<file path="src/rtl/pair_packer_pkg.sv">
// rtl/pair_packer_pkg.sv - shared types and default sizing for the pair burst packer
// Holds the packer FSM state enum, the packed-word type and the default
// pointer/level widths derived from the default FIFO depth.
package pair_packer_pkg;

  localparam int DEF_WIDTH     = 16;
  localparam int DEF_DEPTH     = 64;
  localparam int DEF_BURST_LEN = 16;
  localparam int PTR_W         = $clog2(DEF_DEPTH);
  localparam int LVL_W         = PTR_W + 1;

  typedef enum logic {
    IDLE  = 1'b0,
    BURST = 1'b1
  } packer_state_t;

  typedef logic [2*DEF_WIDTH-1:0] packed_word_t;

endpackage

</file>
<file path="src/rtl/pair_fifo_mem.sv">
// rtl/pair_fifo_mem.sv - single write port, asynchronous read port word RAM
// Ports:
//   clk    in   write clock
//   we     in   write enable
//   waddr  in   write address
//   wdata  in   write word
//   raddr  in   read address
//   rdata  out  word at raddr, combinational (no read latency)
// Contents are not reset; unwritten locations read as whatever they hold.
module pair_fifo_mem
  import pair_packer_pkg::*;
#(
  parameter int DW    = 32,
  parameter int DEPTH = 64,
  parameter int AW    = $clog2(DEPTH)
) (
  input  logic          clk,
  input  logic          we,
  input  logic [AW-1:0] waddr,
  input  logic [DW-1:0] wdata,
  input  logic [AW-1:0] raddr,
  output logic [DW-1:0] rdata
);

  logic [DW-1:0] mem [DEPTH];

  always_ff @(posedge clk) begin
    if (we) begin
      mem[waddr] <= wdata;
    end
  end

  assign rdata = mem[raddr];

endmodule

</file>
<file path="src/rtl/pair_burst_packer.sv">
// rtl/pair_burst_packer.sv - packs lane pairs into words and releases fixed-length bursts
// Optional build macro: PAIR_PACKER_DROP_CNT_EN adds a saturating drop counter port.
// Ports:
//   clk, rst_n        clock, asynchronous active-low reset
//   in_valid          one-cycle pulse: lane pair complete
//   in_lane0/1        even / odd sample
//   out_data          {lane1, lane0} at FIFO head
//   out_valid/ready   output beat handshake
//   out_sop/out_eop   first / last beat of a burst, qualified by out_valid
//   level             words currently buffered
//   overflow          sticky: a pair was dropped since reset
//   drop_cnt          (macro only) count of dropped pairs, saturating
module pair_burst_packer
  import pair_packer_pkg::*;
#(
  parameter int WIDTH     = DEF_WIDTH,
  parameter int DEPTH     = DEF_DEPTH,
  parameter int BURST_LEN = DEF_BURST_LEN
) (
  input  logic                   clk,
  input  logic                   rst_n,
  input  logic                   in_valid,
  input  logic [WIDTH-1:0]       in_lane0,
  input  logic [WIDTH-1:0]       in_lane1,
  output logic [2*WIDTH-1:0]     out_data,
  output logic                   out_valid,
  input  logic                   out_ready,
  output logic                   out_sop,
  output logic                   out_eop,
  output logic [$clog2(DEPTH):0] level,
  output logic                   overflow
`ifdef PAIR_PACKER_DROP_CNT_EN
  ,
  output logic [15:0]            drop_cnt
`endif
);

  localparam int PTR_BITS = $clog2(DEPTH);
  localparam int LVL_BITS = PTR_BITS + 1;
  localparam int CNT_BITS = $clog2(BURST_LEN);

  localparam logic [LVL_BITS-1:0] FULL_LVL  = LVL_BITS'(DEPTH);
  localparam logic [LVL_BITS-1:0] BURST_LVL = LVL_BITS'(BURST_LEN);
  localparam logic [CNT_BITS-1:0] LAST_BEAT = CNT_BITS'(BURST_LEN - 1);

  packer_state_t       state, state_nxt;
  logic [PTR_BITS-1:0] wr_ptr, rd_ptr;
  logic [CNT_BITS-1:0] beat_cnt;
  logic                full, wr_en, drop, beat;

  // Full comes from the registered level, so a beat leaving this cycle
  // does not make room for a write arriving in the same cycle.
  assign full  = (level == FULL_LVL);
  assign wr_en = in_valid & ~full;
  assign drop  = in_valid & full;
  assign beat  = out_valid & out_ready;

  pair_fifo_mem #(
    .DW    (2*WIDTH),
    .DEPTH (DEPTH)
  ) u_mem (
    .clk   (clk),
    .we    (wr_en),
    .waddr (wr_ptr),
    .wdata ({in_lane1, in_lane0}),
    .raddr (rd_ptr),
    .rdata (out_data)
  );

  // Pointers wrap naturally because DEPTH is a power of two.
  always_ff @(posedge clk or negedge rst_n) begin
    if (!rst_n) begin
      wr_ptr   <= '0;
      rd_ptr   <= '0;
      level    <= '0;
      overflow <= 1'b0;
    end else begin
      if (wr_en) wr_ptr <= wr_ptr + 1'b1;
      if (beat)  rd_ptr <= rd_ptr + 1'b1;
      if (wr_en && !beat)      level <= level + 1'b1;
      else if (!wr_en && beat) level <= level - 1'b1;
      if (drop) overflow <= 1'b1;
    end
  end

  always_ff @(posedge clk or negedge rst_n) begin
    if (!rst_n) begin
      beat_cnt <= '0;
    end else if (beat) begin
      beat_cnt <= out_eop ? '0 : beat_cnt + 1'b1;
    end
  end

`ifdef PAIR_PACKER_DROP_CNT_EN
  always_ff @(posedge clk or negedge rst_n) begin
    if (!rst_n) begin
      drop_cnt <= '0;
    end else if (drop && drop_cnt != 16'hFFFF) begin
      drop_cnt <= drop_cnt + 16'd1;
    end
  end
`endif

  always_ff @(posedge clk or negedge rst_n) begin
    if (!rst_n) state <= IDLE;
    else        state <= state_nxt;
  end

  // A burst only starts once a whole burst is buffered, so it never starves.
  always_comb begin
    state_nxt = state;
    case (state)
      IDLE:    if (level >= BURST_LVL) state_nxt = BURST;
      BURST:   if (beat && out_eop)    state_nxt = IDLE;
      default: state_nxt = IDLE;
    endcase
  end

  always_comb begin
    out_valid = (state == BURST);
    out_sop   = (state == BURST) && (beat_cnt == '0);
    out_eop   = (state == BURST) && (beat_cnt == LAST_BEAT);
  end

endmodule

</file>
<file path="config.mk">
export PLATFORM = sky130hd
export DESIGN_NAME = pair_burst_packer
export DESIGN_NICKNAME = d
export VERILOG_FILES = /design/src/rtl/pair_packer_pkg.sv /design/src/rtl/pair_fifo_mem.sv /design/src/rtl/pair_burst_packer.sv
export SDC_FILE = /design/constraint.sdc
export NUM_CORES = 2
export LEC_CHECK = 0
export BUFFER_PORTS_ARGS = -buffer_cell sky130_fd_sc_hd__buf_4
export CAP_MARGIN = 20
export CORE_ASPECT_RATIO = 1.4
export CORE_MARGIN = 1.5
export CORE_UTILIZATION = 25
export DETAILED_ROUTE_END_ITERATION = 8
export PLACE_DENSITY = 0.42
export SYNTH_ARGS = -nofsm -noshare
export SYNTH_HDL_FRONTEND = slang
export SYNTH_HIERARCHICAL = 1
export SYNTH_SLANG_ARGS = --single-unit
</file>
<file path="constraint.sdc">
create_clock -name clk -period 11.83 [get_ports clk]
set_clock_uncertainty 0.1 [all_clocks]
set_input_delay 1.7745 -clock clk [delete_from_list [all_inputs] [get_ports clk]]
set_output_delay 1.7745 -clock clk [all_outputs]
set_load 0.02 [all_outputs]
</file>
---- Word-level counts from Yosys, hierarchy flattened ----
Memory sizes are Yosys's and may differ from the RTL's.
Cells that the tools add are included.
storage, ports and cells
  output and inout bits ................... 43
  register bits after elaboration ......... 25
  memories kept ........................... 1
  bits in writable memories ............... 2048
operators by class
  add/subtract/negate cells ............... 5
  bitwise operators ....................... 5
  eq/ne operators ......................... 2
  $lt $le $gt $ge ......................... 1
  reduce and logical (&&, ||, !) cells .... 9
  multiplexer cells ....................... 8
memory list
  memory     words  width  rd ports  clocked after Yosys merged registers in  wr ports  line                 text
  u_mem.mem  64     32     1         0                                        1         pair_fifo_mem.sv:25  logic [DW-1:0] mem [DEPTH];
operator list
  kind                 number
  $mux 7               2
  $add 6x1->6 const B  2
  $add 7x1->7 const B  1
  $eq 7x7->1 const B   1
  $ge 7x5->1 const B   1
  $sub 7x1->7 const B  1
  $logic_and 1x1->1    5
  $add 4x1->4 const B  1
  $eq 4x4->1 const B   1
  $logic_not 4->1      1
  $mux 1               4
  $mux 4               1
  $and 1x1->1          3
  $logic_not 1->1      2
  $not 1->1            2
  $pmux 1 s2           1
  $reduce_bool 2->1    1

---- Longest topological paths before layout ----
  depth in word-level cells ............... 7
  depth in mapped cells ................... 10
  gate-level depth less buffers ........... 10

---- Cells and area by module ----
Netlist, hierarchy kept.
by module, submodules not included
  module             instances  sequential area each (µm²)  cells an instance  area an instance (µm²)
  pair_fifo_mem      1          61499.0                     3292               77874.7
  pair_burst_packer  1          625.6                       124                1322.5

---- Worst setup path before layout ----
No wires, ideal clock.
  kind .................................... input-to-reg
  start ................................... input port in_valid
  end ..................................... memory u_mem.mem[48][0] (enable)
  setup time .............................. 0.461 ns
  cell stages on the path ................. 6
  setup slack ............................. 6.515 ns
  data arrival time ....................... 4.755 ns
  path buffers ............................ 0
  required time ........................... 11.269 ns
  cells stage by stage .................... inv_1 a31o_2 inv_1 nor2b_1 nand4b_1 nor3_1
between the ends
  word-level cells in the longest chain between the ends .. 3
RTL lines
  item                          line                     text
  start: declaration            pair_burst_packer.sv:22  input logic in_valid,
  $and 1x1->1                   pair_burst_packer.sv:54  assign wr_en = in_valid & ~full;
  net wr_en                     pair_burst_packer.sv:49  logic full, wr_en, drop, beat;
  $mux 1                        pair_fifo_mem.sv:28      if (we) begin
  $mux 1 (not written as such)  pair_fifo_mem.sv:29      mem[waddr] <= wdata;
  end: declaration              pair_fifo_mem.sv:25
The timed path passes the listed nets, and every way through them passes these cells.

---- Worst setup path after layout ----
  start ................................... register rd_ptr[0]
  end ..................................... output port out_data[9]
between the ends
  word-level cells in the longest chain between the ends .. 1
RTL lines
  item                      line                     text
  start: declaration        pair_burst_packer.sv:47  logic [PTR_BITS-1:0] wr_ptr, rd_ptr;
  start signal: assignment  pair_burst_packer.sv:79  if (beat) rd_ptr <= rd_ptr + 1'b1;
  $mem_v2 64x32             --
  end: declaration          pair_burst_packer.sv:25  output logic [2*WIDTH-1:0] out_data,
Every way passes these cells.

==> summary.txt <==
Hold Crit Class -> flip-flop to flip-flop
Critical Path Fanout Max -> 85
Final Setup Violations -> 0
VDD IR max -> 0.175 mV
router iterations before antenna repair -> 7
Yosys top cell by area -> edfxtp_1
wire per inst -> 29.6 microns
worst path arrival time -> 5.35 ns
Num CTS Buffers -> 203
Placed Cells -> 7603
P per Cell Area -> 231 nW/um^2
Iteration-0 DRC Markers -> 3055
post-DP HPWL -> 128 mm
Post-synth EDFFs -> 2048
Syn Std Cell Area -> 79200 sq um
Logic pwr share -> 29.7%
failing checks -> design-rule violations
Post-CTS Hold Buffers -> 0
ys async rst share -> 1.21%
Setup crit start kind -> flip-flop
reg2reg end -> u_mem/mem[27][2]
Post-Layout Cell Count -> 7970
Final Hold Fails -> 0
HP Start -> overflow
Clock power frac -> 29.4%
Int Pwr -> 14.4 mW
vias in the first global route -> 39.2k
hold depth -> 1
Net Sw Frac -> 31.8%
Flop pwr share -> 40.8%
DRC Markers -> 10
grt total ovfl -> 0
Mean Syn Cell Area -> 23.2 sq um
Worst Tran Pin Value -> 1.10 ns
layout net count -> 3675
Slew headroom -> 26.2%
Pleak -> 27.6 nW
R2R cell count -> 6
Longest Clk Path Bufs -> 4
Cell Rows -> 244
Syn Nets -> 3464
chip height -> 669 microns
Psw -> 6.73 mW
Critical R2R Launch -> level[0]
Ys Warns -> 6
CTS-repair resized insts -> 0
Crit. End Element -> primary output
routability cong. -> 0.723
Post-synth top flop -> edfxtp_1
Period minus WS final -> 7.23 ns
initial antenna violation count -> 13
Syn-to-layout area delta -> 15.7%
vias -> 36.8k
Total GRT Usage -> 14.6%
Synth Register Bits -> 2073
largest net degree at the start of global routing -> 94
Fillers -> 30.7k
Synth area leaders -> edfxtp_1 (78%), mux4_2 (15%), mux2i_1 (1.2%)
register area -> 62100 sq um
Total Neg Setup Slack -> 0 ns
area of the multi-input gates -> 16600 sq um
layout cells sized above 1 -> 28.3%
Slew Viols, Final -> 0
Root Driver -> clkbuf_16
Post-CTS Setup Inserts -> 0
clk_lat worst skew -> 0.86 ns
WP data required -> 9.96 ns
post-DR vias/cell -> 4.61
clk sinks -> 2073
Yosys top cell area share -> 77.7%
Routed WL -> 236 mm
worst hold endpoint -> overflow
RSZ-0062 raised after global routing -> false
Mapped Cells -> 3416
Max-Cap Viols -> 0
Die X -> 479 microns
core area -> 315000 sq um
clock-pin slew on the worst setup and hold paths -> 0.06 ns
status -> finished with violations
top-level port count -> 79
fin crit share -> 61.1%
Die Footprint -> 320000 sq um
first-pass GRT wire length -> 325 mm
Reg2Reg Setup Slack -> 7.59 ns
FMAX -> 138 MHz
DRT antenna net count -> 0
Seq/Total Area, Yosys -> 78.4%
IO buf count -> 78
CTS tree -> yes
initial core utilization -> 25.1%
Yosys cell types -> 52
Critical Setup Path Class -> flip-flop to primary output
H-tree Lvls -> 4
==> worst max-delay path, cell delays in order (launching register included) <==
cell     delay, ns
dfrtp_4       0.94
buf_12        0.62
buf_12        0.61
mux4_2        0.59
o22ai_1       0.17
nor2_1        0.10
a21oi_1       0.79
nor2_1        0.24
buf_4         0.24
==> synthesized netlist by cell type (5+ instances only) <==
cell type	n
edfxtp_1	2048
mux4_2	544
nor2_1	140
mux2i_1	93
o22ai_1	84
clkbuf_1	75
a21oi_1	68
buf_2	58
nand2_1	39
o221ai_1	27
buf_4	25
dfrtp_1	25
buf_1	21
nor2b_1	16
a22oi_1	12
ha_1	11
nor3_1	10
xnor2_1	10
nand2b_1	9
nand3_1	9
a311oi_1	8
o21ai_0	8
inv_1	6
xor2_1	6
a41o_1	5
buf_6	5
nand3b_1	5
==> kinds of logic after synthesis <==
kind of cell               Yosys count  share of synthesized area (%)
adders and majority gates           12                          0.199
and+or+nand+nor                    258                           1.48
buffers and inverters              190                           1.16
AOI/OAI and AO/OA                  228                           1.87
DFF                               2073                           78.4
muxes                              639                           16.7
xor gates and xnor gates            16                          0.177
==> worst max path at each step <==
stage	startpoint	depth (start not counted)	end	slack, ns
floorplan	in_valid	6	u_mem/mem[48][0]	6.51
global placement	rd_ptr[0]	8	out_data[9]	5.14
detailed placement	rd_ptr[0]	8	out_data[9]	5.26
CTS	rd_ptr[0]	8	out_data[9]	4.30
global route	rd_ptr[0]	8	out_data[9]	4.20
finish	rd_ptr[0]	8	out_data[9]	4.60
==> layout by cell type, fill, tap and decap left out, drive strengths merged, types with 4 or more instances in the layout <==
master,instances
diode,6
nor3,10
a21oi,68
nand2b,9
xnor2,10
clkinv,85
and3,4
edfxtp,2048
xor2,6
nand3b,5
nor2b,16
dfrtp,25
nor2,140
clkbuf,252
o21ai,8
or3,4
nand2,39
o22ai,84
mux4,544
o32ai,4
a41o,5
o221ai,27
bufinv,15
ha,11
a22oi,12
buf,190
inv,11
a311oi,8
a21o,4
or3b,5
nand3,9
mux2i,93
==> cell type report <==
| cell class | count | area share, % |
|---|---|---|
| diodes | 6 | 0.0164 |
| inverters | 6 | 0.0246 |
| flip-flops and latches | 2073 | 67.8 |
| clock inverters | 108 | 0.960 |
| well taps | 4182 | 5.71 |
| multi-input cells | 1153 | 18.2 |
| clock buffers | 252 | 5.74 |
| repair buffers | 190 | 1.60 |
==> sequential cells by signal, summed over array words and instances (netlist names) <==
name / count
beat_cnt: 4
level: 7
out_valid: 1
overflow: 1
rd_ptr: 6
u_mem/mem: 2048
wr_ptr: 6
==> power by group through the flow <==
stage | logic [mW] | registers (mW) | clock network [mW]
floorplan | 4.06 | 8.65 | 0
global placement | 6.49 | 8.80 | 0
detailed placement | 6.49 | 8.81 | 0
CTS | 6.50 | 8.65 | 6.42
global route | 6.69 | 8.68 | 6.65
finish | 6.29 | 8.64 | 6.23
==> metrics by stage <==
step / utilization, % / hold WS (ns) / worst slack, ns / power (mW) / instance area, sq um
after detailed placement: 27.1 / 0.364 / 5.26 / 15.3 / 85500
after global placement: 27.1 / 0.360 / 5.14 / 15.3 / 85500
after global routing: 29.1 / 0.416 / 4.20 / 22.0 / 91600
final: 29.1 / 0.374 / 4.60 / 21.2 / 91700
after CTS: 29.1 / 0.384 / 4.30 / 21.6 / 91600
after floorplan: - / 0.340 / 6.51 / 12.7 / 79200
==> layer usage <==
metal	vias up	share of wire, %	wire length [microns]	track usage (%)
met2	816	52	122000	26.0
met1	20500	40	95400	17.9
li1	15000	-	-	-
met4	8	3.8	8940	5.29
met3	359	4.1	9660	2.04
met5	-	0.021	50	0
No activity file was read; power rests on OpenSTA's default activity.
